**src/rtl/operand_entry.sv**
```systemverilog
// operand_entry: collects operand A, operand B and an opcode from four
// switches, one value per press of the "next" button, and presents them as
// a registered set for the ALU/display stage.
//
// Build option: define OPERAND_ENTRY_DEBOUNCE_EN to insert a DEB_CYCLES
// stability filter on the synchronized btn_next level. Without it the
// synchronized level is used directly, the counter does not exist and
// DEB_CYCLES has no effect.
//
// Latency from a clean rising edge on btn_next to the latch edge:
//   debounce off : 3 clk edges (2 sync flops + edge-detect)
//   debounce on  : DEB_CYCLES + 3 clk edges
//
// btn_clr (synchronized) dominates everything: while it is high the FSM is
// parked in S_A with cleared operands. Next-press events that arrive while it
// is high are dropped. The edge detector keeps tracking the button level
// during a clear, so releasing btn_clr with the button held cannot generate
// an event on its own.

module operand_entry #(
    parameter int DEB_CYCLES = 5000
) (
    input  logic       clk,
    input  logic       rst_n,
    input  logic [3:0] sw,
    input  logic       btn_next,
    input  logic       btn_clr,
    output logic [3:0] a,
    output logic [3:0] b,
    output logic [3:0] k,
    output logic [1:0] stage,
    output logic       ready
);

    typedef enum logic [1:0] {
        S_A    = 2'b00,
        S_B    = 2'b01,
        S_OP   = 2'b10,
        S_SHOW = 2'b11
    } state_t;

    // ------------------------------------------------------------------
    // Input synchronizers
    // ------------------------------------------------------------------
    logic [3:0] sw_meta_r;
    logic [3:0] sw_sync_r;
    logic       next_meta_r;
    logic       next_sync_r;
    logic       clr_meta_r;
    logic       clr_sync_r;

    // Two-flop synchronizers for every asynchronous input.
    always_ff @(posedge clk or negedge rst_n) begin
        if (!rst_n) begin
            sw_meta_r   <= 4'h0;
            sw_sync_r   <= 4'h0;
            next_meta_r <= 1'b0;
            next_sync_r <= 1'b0;
            clr_meta_r  <= 1'b0;
            clr_sync_r  <= 1'b0;
        end else begin
            sw_meta_r   <= sw;
            sw_sync_r   <= sw_meta_r;
            next_meta_r <= btn_next;
            next_sync_r <= next_meta_r;
            clr_meta_r  <= btn_clr;
            clr_sync_r  <= clr_meta_r;
        end
    end

    // ------------------------------------------------------------------
    // Conditioned btn_next level
    // ------------------------------------------------------------------
    logic next_level_s;

`ifdef OPERAND_ENTRY_DEBOUNCE_EN
    // Counter wide enough to hold DEB_CYCLES-1; never narrower than 1 bit.
    localparam int CNT_W = (DEB_CYCLES > 1) ? $clog2(DEB_CYCLES) : 1;
    localparam logic [CNT_W-1:0] CNT_LAST =
        (DEB_CYCLES > 1) ? CNT_W'(DEB_CYCLES - 32'sd1) : {CNT_W{1'b0}};
    localparam logic [CNT_W-1:0] CNT_ONE  = CNT_W'(32'd1);

    logic [CNT_W-1:0] deb_cnt_r;
    logic             next_level_r;

    // Accept a new level only after DEB_CYCLES consecutive differing samples;
    // any matching sample throws the partial count away.
    always_ff @(posedge clk or negedge rst_n) begin
        if (!rst_n) begin
            deb_cnt_r    <= {CNT_W{1'b0}};
            next_level_r <= 1'b0;
        end else if (next_sync_r == next_level_r) begin
            deb_cnt_r    <= {CNT_W{1'b0}};
            next_level_r <= next_level_r;
        end else if (deb_cnt_r == CNT_LAST) begin
            deb_cnt_r    <= {CNT_W{1'b0}};
            next_level_r <= next_sync_r;
        end else begin
            deb_cnt_r    <= deb_cnt_r + CNT_ONE;
            next_level_r <= next_level_r;
        end
    end

    assign next_level_s = next_level_r;
`else
    // DEB_CYCLES is meaningless without the filter; keep it referenced so
    // the parameter stays part of the interface without a dangling use.
    logic unused_deb_cfg_s;
    assign unused_deb_cfg_s = (DEB_CYCLES > 32'sd0);

    assign next_level_s = next_sync_r;
`endif

    // ------------------------------------------------------------------
    // Rising-edge detector -> one-cycle next-press pulse
    // ------------------------------------------------------------------
    logic next_hist_r;
    logic next_evt_s;

    // Remember the previous conditioned level for edge detection.
    always_ff @(posedge clk or negedge rst_n) begin
        if (!rst_n) begin
            next_hist_r <= 1'b0;
        end else begin
            next_hist_r <= next_level_s;
        end
    end

    assign next_evt_s = next_level_s & ~next_hist_r;

    // ------------------------------------------------------------------
    // Entry FSM and operand registers
    // ------------------------------------------------------------------
    state_t     state_r;
    state_t     state_next_s;
    logic [3:0] a_r;
    logic [3:0] b_r;
    logic [3:0] k_r;
    logic [3:0] a_next_s;
    logic [3:0] b_next_s;
    logic [3:0] k_next_s;
    logic       ready_r;
    logic       ready_next_s;

    // Next-state and next-operand logic; clear has priority over a press.
    always_comb begin
        state_next_s = state_r;
        a_next_s     = a_r;
        b_next_s     = b_r;
        k_next_s     = k_r;

        if (clr_sync_r) begin
            state_next_s = S_A;
            a_next_s     = 4'h0;
            b_next_s     = 4'h0;
            k_next_s     = 4'h0;
        end else if (next_evt_s) begin
            case (state_r)
                S_A: begin
                    a_next_s     = sw_sync_r;
                    state_next_s = S_B;
                end
                S_B: begin
                    b_next_s     = sw_sync_r;
                    state_next_s = S_OP;
                end
                S_OP: begin
                    k_next_s     = sw_sync_r;
                    state_next_s = S_SHOW;
                end
                S_SHOW: begin
                    state_next_s = S_A;
                end
                default: begin
                    state_next_s = S_A;
                end
            endcase
        end else begin
            state_next_s = state_r;
        end

        // ready tracks the state being entered, so it drops on the leaving edge.
        ready_next_s = (state_next_s == S_SHOW);
    end

    // State register.
    always_ff @(posedge clk or negedge rst_n) begin
        if (!rst_n) begin
            state_r <= S_A;
        end else begin
            state_r <= state_next_s;
        end
    end

    // Operand, opcode and ready registers.
    always_ff @(posedge clk or negedge rst_n) begin
        if (!rst_n) begin
            a_r     <= 4'h0;
            b_r     <= 4'h0;
            k_r     <= 4'h0;
            ready_r <= 1'b0;
        end else begin
            a_r     <= a_next_s;
            b_r     <= b_next_s;
            k_r     <= k_next_s;
            ready_r <= ready_next_s;
        end
    end

    assign a     = a_r;
    assign b     = b_r;
    assign k     = k_r;
    assign stage = state_r;
    assign ready = ready_r;

endmodule

```
**config.mk**
```make
export PLATFORM = sky130hd
export DESIGN_NAME = operand_entry
export DESIGN_NICKNAME = d
export VERILOG_FILES = /design/src/rtl/operand_entry.sv
export SDC_FILE = /design/constraint.sdc
export NUM_CORES = 1
export LEC_CHECK = 0
export BUFFER_PORTS_ARGS = -buffer_cell sky130_fd_sc_hd__buf_2
export CORE_UTILIZATION = 40
export CTS_CLUSTER_DIAMETER = 60
export DETAILED_ROUTE_END_ITERATION = 8
export PLACE_DENSITY_LB_ADDON = 0.12
export SLEW_MARGIN = 20
export SYNTH_ARGS = -nofsm -noshare
export SYNTH_HDL_FRONTEND = slang
export SYNTH_SLANG_ARGS = --single-unit
```
**constraint.sdc**
```tcl
create_clock -name clk -period 3.9 [get_ports clk]
set_clock_uncertainty 0.15 [all_clocks]
set_input_delay 0.195 -clock clk [delete_from_list [all_inputs] [get_ports clk]]
set_output_delay 0.195 -clock clk [all_outputs]
set_load 0.005 [all_outputs]
```
==> flow_summary.yaml, run 1 <==
synthesis:
  ys.flop_type: "dfrtp_1"
  netlist_top_cells_area: "dfrtp_1 (69%), a21oi_1 (5.9%), nand3_1 (5.9%), nand2_1 (4.4%), ha_1 (3.7%)"
  yosysMostFrequentCell: "dfrtp_1"
  syn_inst: 84
  synth-async-reset-ratio_pct: 100
  synth_edf_count: 0
  ys_warn_count: 0
  synth_seq_cells: 28
  ys_types: 16
  synth.top_cell.area_share_pct: 68.6
  syn_area_per_cell_um2: 12.2
  yosys.area.top_type: "dfrtp_1"
  syn_area_mm2: 0.00102
  synthTopCellsByCount: "dfrtp_1 (28), a21oi_1 (12), nand2_1 (12), nand3_1 (12), nand3b_1 (4)"
  yosysSeqAreaShare_pct: 68.6
  syn-num-nets: 95
layout:
  final_area_mm2: 0.00127
  layout-drive-gt1-share_pct: 24.6
  nets: 126
  fill_cells: 208
  post-route-util_pct: 54.6
  antenna_cells: 0
  syn_to_final_growth_pct: 24.0
drt:
  drc: 0
  drt_wl_total_um: 1680
  wire_per_inst_um: 11.8
  vias: 694
  dr.first_iter.drc_count: 10
  first_pass_iters: 4
  ant_nets: 0
  vias_per_cell: 4.89
flow_run:
  drv_cap: 0
die:
  dieArea_mm2: 0.00276
  initial_core_util_pct: 44.0
  pin_count: 23
  rows: 17
  die_w_um: 52.5
  coreArea_mm2: 0.00232
  die_h_um: 52.5
status:
  status: "finished, final reports clean"
clocking:
  clk_pin_slew_ns: 0.14
  cts_inserted_buffers: 3
  tritoncts: "done"
  cts_sinks: 28
  clockBufferDepth: 2
  cts_setup_buffers: 0
  insertion_delay_ns: 0.31
  cts_root_buf: "clkbuf_4"
  h-tree-depth: 1
sta:
  rsz0062_at_grt: "no"
  slew_violations: 0
  finalSetupTns_ns: 0
  worst_pin_slew_ns: 0.608
  final_hold_viol_count: 0
  final_min_period_over_clock_period_pct: 37.3
  setup_viol: 0
  fin_ws_ns: 2.45
  fmax_ghz: 0.688
  maxSlewHeadroom_pct: 59.5
  min_period_ns: 1.45
worst_setup_path:
  worst_ep_required_time_ns: 3.94
  cp_slowest_cell: "dfrtp_1"
  cp.arrival_ns: 1.50
  crit_chain: "inv_1, ha_1, nand3b_1, nand2_1, a21oi_1"
  cp_top_family: "flip-flops"
  end_kind: "flip-flop"
  cpPeakStageDelay_ns: 0.44
  critPathBufInv: 1
  start_kind: "flip-flop"
  crit_fanout: 6
  crit_type: "reg -> reg"
pwr:
  ir_drop_mv: 0.209
  p_leak_nw: 0.600
  powerDensity_mw_per_mm2: 419
  total_power_w: 0.000531
global_route:
  grt_pass1_vias: 620
  use_met3_pct: 3.48
  busiest_layer: "met2"
  globalRouteMet2Util_pct: 22.6
  grt_pass1_wl_um: 2690
  grt-ovfl-total: 0
  met1_usage_pct: 17.5
  grt_max_degree: 29
  grt_usage_pct: 13.8
  antenna_found_initial: 0
worst_hold_path:
  worstHoldPathType: "reg -> reg"
placed_design:
  place.gp.congestion: 0.764
  place_area_mm2: 0.00114
  io_buffers: 22
  post-place-ws_ns: 2.46
  dp_hpwl_um: 1190
-- layer usage --
layer | share of wire (%) | routed length, µm
met1 | 48 | 811
met2 | 47 | 786
met3 | 4.2 | 71
met4 | 0.77 | 13
met5 | 0 | 0
-- state kept, by name, summed over array words and instances, names as in the netlist --
signal,cells
ready,1
clr_meta_r,1
stage,2
a,4
next_level_s,1
sw_sync_r,4
k,4
sw_meta_r,4
b,4
clr_sync_r,1
next_hist_r,1
next_meta_r,1
-- worst paths after layout --
check                                start            to  slack, ns  cells after the start
worst max-delay path              stage[0]          k[0]       2.45                      5
worst max register to register    stage[0]          k[0]       2.45                      5
worst min-delay path            clr_meta_r    clr_sync_r       0.21                      0
max in group asynchronous            rst_n  sw_sync_r[2]       2.96                      2
worst min register to register  clr_meta_r    clr_sync_r       0.21                      0
min in group asynchronous            rst_n         ready       0.25                      2
-- stage by stage --
step / hold slack [ns] / cells
after floorplan: -0.251 / 84
after global placement: 0.0814 / 131
after detailed placement: 0.0876 / 131
after CTS: 0.219 / 142
after global routing: 0.231 / 142
final: 0.215 / 142
-- cell usage in the layout, fill, tap and decap left out --
master,count
inv_1,2
bufinv_16,1
mux2i_1,1
nor2_1,3
nand3b_1,4
ha_1,3
dfrtp_1,28
buf_2,22
a21oi_1,12
dlygate4sd3_1,7
a211oi_1,1
clkbuf_4,3
nand3_1,12
a21oi_2,1
nand2_1,12
or3_1,1
nor2b_4,1
-- cell families (layout without fill, tap and decap cells) --
kind of cell | after synthesis | after routing | share of synthesized area [%]
AO/OA/AOI/OAI | 14 | 14 | 7.48
adder cells (fa/ha/maj) | 3 | 3 | 3.68
buffers and inverters | 5 | 35 | 2.94
flip-flops | 28 | 28 | 68.6
multiplexers | 1 | 1 | 0.980
AND/OR/NAND/NOR | 33 | 33 | 16.3
-- power by group --
| group | switching, W | internal, W |
|---|---|---|
| logic | 0.0000198 | 0.0000176 |
| registers | 0.00000923 | 0.000301 |
| clock network | 0.0000792 | 0.000104 |
| total | 0.000108 | 0.000423 |
-- worst reg2reg max path, delay by kind of cell (launching register included) --
family,cells,cell delay [ns]
flip-flops,1,0.44
AND/OR/NAND/NOR,2,0.30
adder cells (fa/ha/maj),1,0.27
buffers and inverters,1,0.11
AO/OA/AOI/OAI,1,0.07
-- area by class of cell --
class / count / area, µm² / share of cell area, %
clock inverters: 1 / 30.0 / 2.37
clock buffers: 3 / 22.5 / 1.78
inverters: 2 / 7.51 / 0.593
well taps: 28 / 35.0 / 2.77
repair buffers: 29 / 180 / 14.2
flip-flops and latches: 28 / 701 / 55.3
multi-input cells: 51 / 290 / 22.9
-- repair_timing --
action / in CTS / in global routing
hold endpoints to repair: 34 / 0
hold buffers: 7 / 0
gates resized for setup: 0 / 0
Power figures use the tool's default switching activity.
==> inputs of run 2 (changes only) <==
- ABC_AREA: default -> 1
- clock period: 3.9 -> 1.3 ns (I/O delays scaled with it)
==> run 2 against run 1 <==
Net effect: area after synthesis rose by 4.3%; combinational power grew to 4.0 times the previous value; critical path depth increased by 1; flip-flop and latch count stayed put.
==> flow_summary.yaml, run 2 <==
synthesis:
  synth-compound-area-share_pct: 0
  syn_area_per_cell_um2: 10.6
  ys_types: 11
  syn-num-nets: 111
  synthTopCellsByCount: "dfrtp_1 (28), nand2_1 (28), nand3_1 (15), inv_1 (10), nor2_1 (6)"
  ys.flop_type: "dfrtp_1"
  synth_seq_cells: 28
  synth.top_cell.area_share_pct: 65.8
  synth_xor_area_share_pct: 0
  yosysSeqAreaShare_pct: 65.8
  syn_area_mm2: 0.00106
  yosys.area.top_type: "dfrtp_1"
  ys_warn_count: 0
  netlist_top_cells_area: "dfrtp_1 (66%), nand2_1 (9.9%), nand3_1 (7.1%), ha_1 (3.5%), inv_1 (3.5%)"
  syn_inst: 100
  synthMuxAreaShare_pct: 0
  synth_top_family_by_area: "simple AND/OR/NAND/NOR gates"
  synth-adder-area-share_pct: 3.53
  synth_edf_count: 0
  synth-simple-area-share_pct: 23.3
  synth-async-reset-ratio_pct: 100
die:
  dieArea_mm2: 0.00287
  pin_count: 23
  die_w_um: 53.6
  die_h_um: 53.6
  rows: 18
  coreArea_mm2: 0.00250
  initial_core_util_pct: 42.6
clocking:
  tritoncts: "done"
  clk_pin_slew_ns: 0.14
  clockBufferDepth: 2
  h-tree-depth: 1
  insertion_delay_ns: 0.32
  cts_root_buf: "clkbuf_4"
  cts_inserted_buffers: 3
  cts_sinks: 28
sta:
  slew_violations: 0
  setup_viol: 0
  final_hold_viol_count: 0
  final_min_period_over_clock_period_pct: 96.6
  holdWs_ns: 0.117
  maxSlewHeadroom_pct: 59.6
  fmax_ghz: 0.797
  min_period_ns: 1.26
  worst_pin_slew_ns: 0.606
pwr:
  clkPwrFrac_pct: 27.5
  p_leak_nw: 0.778
  powerDensity_mw_per_mm2: 1110
  p_int_w: 0.00114
  swShare_pct: 22.9
  p_sw_w: 0.000339
  p_comb_share_pct: 10.1
  ir_drop_mv: 0.754
  power.share.sequential_pct: 62.5
global_route:
  antenna_found_initial: 0
  met1_usage_pct: 16.5
  grt_usage_pct: 14.1
  grt_pass1_vias: 668
  grt-ovfl-total: 0
  grt_pass1_wl_um: 2790
  use_met3_pct: 3.67
  busiest_layer: "met2"
  globalRouteMet2Util_pct: 24.2
  grt_max_degree: 29
drt:
  first_pass_iters: 3
  ant_nets: 0
  vias_per_cell: 4.47
  drt_wl_total_um: 1730
  dr.first_iter.drc_count: 7
  vias: 728
  wire_per_inst_um: 10.6
  drc: 0
worst_setup_path:
  cp_top_family: "flip-flops"
  reg2reg_from: "stage[1]"
  reg2reg_depth: 6
  cpPeakStageDelay_ns: 0.41
  cp.arrival_ns: 1.37
  worst_ep_required_time_ns: 1.41
  reg2reg_slack_ns: 0.04
  crit_chain: "inv_2, ha_2, inv_2, nand3_2, nand3_2, nor2_1"
  crit_type: "reg -> reg"
  cp_slowest_cell: "dfrtp_1"
  regToRegEndpoint: "ready"
  critPathBufInv: 2
  start_kind: "flip-flop"
  end_kind: "flip-flop"
  crit_fanout: 3
layout:
  final_area_mm2: 0.00133
  fill_cells: 223
  stdcell_count: 163
  layout-drive-gt1-share_pct: 32.3
  final_cell_mix: "nand2_1 (28), dfrtp_1 (28), buf_2 (22), nand3_1 (13)"
  nets: 145
  syn_to_final_growth_pct: 25.3
  antenna_cells: 0
flow_run:
  drv_cap: 0
placed_design:
  place_area_mm2: 0.00120
  io_buffers: 22
  dp_hpwl_um: 1200
  placed_cells_incl_taps: 151
  place.gp.congestion: 0.745
status:
  status: "finished, final reports clean"
worst_hold_path:
  worstHoldPathType: "in -> async"
[run 2: changes by cell type after synthesis, sizes merged, moves of 3 or more]
cell    before  now
a21oi       13    0
clkinv       0    3
nand3       12   15
inv          2   12
nand2       12   31
nor2         3    7
nand3b       4    0
[run 2: power groups by stage]
stage,clock [W],combinational [W],sequential [W]
2_1_floorplan,0,0.0000708,0.000940
3_3_place_gp,0,0.000124,0.000939
3_5_place_dp,0,0.000126,0.000941
4_1_cts,0.000434,0.000142,0.000924
5_1_grt,0.000463,0.000170,0.000929
6_report,0.000406,0.000149,0.000924
[run 2: timing repair]
action | CTS | global route
resized for setup | 0 | 7
hold buffers | 7 | 0
endpoints found under the setup margin | 0 | 11
endpoints found under the hold margin | 34 | 0
setup buffers | 0 | 1
[run 2: kinds of logic after synthesis]
logic type	after synthesis
AND/OR/NAND/NOR	53
flip-flops	28
adder cells (fa/ha/maj)	3
buffers and inverters	16
[run 2: how the worst max path moves through the flow]
stage | slack [ns] | end | cells past startpoint | startpoint
floorplan | 0.08 | ready | 6 | stage[0]
global placement | 0.07 | stage[0] | 6 | stage[0]
detailed placement | 0.04 | ready | 6 | stage[0]
CTS | 0.02 | ready | 6 | stage[1]
global route | -0.01 | ready | 6 | stage[0]
finish | 0.04 | ready | 6 | stage[1]
[run 2: layout make-up]
type	instances	area, µm²	area share [%]
clock buffer	4	36.3	2.72
sequential	28	701	52.5
timing repair buffer	30	188	14.1
multi-input combinational	56	300	22.5
inverter	15	71.3	5.35
tap	30	37.5	2.81
[run 2: worst register-to-register path: stages, from the launching register on]
cell     delay, ns
dfrtp_1       0.41
inv_2         0.06
ha_2          0.32
inv_2         0.03
nand3_2       0.06
nand3_2       0.07
nor2_1        0.10
[run 2: layer usage]
metal / vias up / wire [µm] / part of all wire [%]
li1: 372 / - / -
met1: 340 / 771 / 45
met2: 14 / 882 / 51
met3: 2 / 58 / 3.4
met4: 0 / 13 / 0.75
met5: - / 0 / 0
[run 2: through the flow]
step | util [%] | setup slack (ns) | setup TNS [ns] | total power [W]
after floorplan | - | 0.0783 | 0 | 0.00101
after global placement | 48.2 | 0.0677 | 0 | 0.00106
after detailed placement | 48.2 | 0.0403 | 0 | 0.00107
after CTS | 52.5 | 0.0189 | 0 | 0.00150
after global routing | 53.4 | -0.0111 | -0.0174 | 0.00156
final | 53.4 | 0.0447 | 0 | 0.00148
==> inputs of run 3 (changes only) <==
- GPL_TIMING_DRIVEN: default -> 0
- SETUP_SLACK_MARGIN: default -> 0.1
==> run 3 against run 2 <==
Net effect: die area is the same; flip-flop and latch count unchanged; fmax decreased by 2.2%; via count rose by 4.4%; power rose by 13%; sequential share of layout area fell by 3.4 points; non-clock buffer count up 2; final cell count up 1.2%; core utilization up 3.7 points; register-to-register slack got worse by 0.03 ns; sequential power about the same; critical path depth unchanged; largest cell class unchanged.
==> flow_summary.yaml, run 3 (synthesis gave the netlist of run 2 again) <==
status:
  status: "finished, final reports clean"
die:
  dieArea_mm2: 0.00287
  pin_count: 23
  initial_core_util_pct: 42.6
  rows: 18
  coreArea_mm2: 0.00250
  die_h_um: 53.6
  die_w_um: 53.6
worst_setup_path:
  start_kind: "flip-flop"
  reg2reg_from: "stage[0]"
  critPathBufInv: 2
  cpPeakStageDelay_ns: 0.43
  crit_fanout: 3
  cp_slowest_cell: "dfrtp_1"
  crit_type: "reg -> reg"
  end_kind: "flip-flop"
  cp.arrival_ns: 1.40
  reg2reg_depth: 6
  reg2reg_slack_ns: 0.02
  cp_top_family: "flip-flops"
  regToRegEndpoint: "ready"
  crit_chain: "inv_2, ha_4, inv_2, nand3_2, nand3_2, nor2_1"
  worst_ep_required_time_ns: 1.42
sta:
  fmax_ghz: 0.779
  setup_viol: 0
  maxSlewHeadroom_pct: 59.9
  final_min_period_over_clock_period_pct: 98.7
  rsz0062_at_grt: "yes"
  min_period_ns: 1.28
  slew_violations: 0
  final_hold_viol_count: 0
  worst_pin_slew_ns: 0.602
  finalSetupTns_ns: 0
pwr:
  p_leak_nw: 0.814
  ir_drop_mv: 1.03
  powerDensity_mw_per_mm2: 1170
  total_power_w: 0.00166
drt:
  vias_per_cell: 4.61
  dr.first_iter.drc_count: 5
  drc: 0
  ant_nets: 0
  wire_per_inst_um: 11.3
  first_pass_iters: 3
  drt_wl_total_um: 1870
  vias: 760
clocking:
  clockBufferDepth: 2
  cts_root_buf: "clkbuf_4"
  tritoncts: "done"
  cts_inserted_buffers: 3
  h-tree-depth: 1
  cts_sinks: 28
  insertion_delay_ns: 0.33
  clk_pin_slew_ns: 0.15
global_route:
  grt_max_degree: 29
  grt_usage_pct: 15.3
  grt-ovfl-total: 0
  antenna_found_initial: 0
  grt_pass1_wl_um: 2970
  grt_pass1_vias: 712
worst_hold_path:
  worstHoldPathType: "in -> async"
layout:
  syn_to_final_growth_pct: 33.8
  stdcell_count: 165
  antenna_cells: 0
  final_cell_mix: "dfrtp_1 (28), buf_2 (22), nand2_1 (18), nand3_1 (12), nand2_2 (9)"
  layout_commonest_cell: "dfrtp_1"
  nets: 147
  layout-drive-gt1-share_pct: 43.0
placed_design:
  place.gp.congestion: 0.745
  placed_cells_incl_taps: 152
  dp_hpwl_um: 1200
  io_buffers: 22
flow_run:
  drv_cap: 0
==> run 3: report_power, final <==
part | leakage (nW) | switching [W] | internal [W] | total [W]
clock | 0.0279 | 0.000250 | 0.000312 | 0.000562
combinational | 0.429 | 0.000101 | 0.0000770 | 0.000178
sequential | 0.358 | 0.0000187 | 0.000906 | 0.000925
total | 0.814 | 0.000370 | 0.00129 | 0.00166
==> run 3: stage by stage <==
stage                     cell area (µm²)  hold slack [ns]  setup WS [ns]  utilization, %
final                                1430            0.100         0.0163            57.0
after global routing                 1430            0.163        -0.0545            57.0
after CTS                            1390            0.128         0.0558            55.6
after detailed placement             1210          -0.0371         0.0288            48.5
after global placement               1210          -0.0438         0.0589            48.5
after floorplan                      1060           -0.381          0.104               -
==> run 3: how the worst max path moves through the flow <==
stage / start / end / slack (ns) / cells past startpoint
global route: stage[1] / ready / -0.05 / 6
detailed placement: stage[0] / ready / 0.03 / 6
finish: stage[0] / ready / 0.02 / 6
floorplan: stage[0] / ready / 0.10 / 6
global placement: stage[0] / ready / 0.06 / 6
CTS: stage[1] / ready / 0.06 / 6
==> run 3: final cells by class <==
cell class	instances	area, µm²
repair buffers	31	195
flip-flops and latches	28	701
well taps	30	37.5
fillers	220	1070
inverters	15	71.3
multi-input cells	56	360
plain buffers	1	7.51
clock buffers	3	22.5
clock inverters	1	30.0
==> run 3: timing repair <==
item / CTS / global route
pin swaps: 6 / 3
endpoints found under the setup margin: 12 / 15
gates resized for setup: 12 / 9
cloned: 0 / 0
endpoints found under the hold margin: 34 / 0
hold buffers: 7 / 0
buffers inserted: 1 / 1
==> run 3: layer usage <==
metal  track usage, %  routed length [µm]  vias to the layer above
met3             6.21                  80                        2
met5                0                   0                        -
met1             16.5                 758                      365
met2             28.1                1010                       17
met4             2.63                  15                        0
li1                 -                   -                      376
==> run 3: worst reg2reg max path, delay by kind of cell, from the launching register on <==
family	cells	cell delay [ns]
flip-flops	1	0.43
adder cells (fa/ha/maj)	1	0.27
AND/OR/NAND/NOR	3	0.25
buffers and inverters	2	0.12
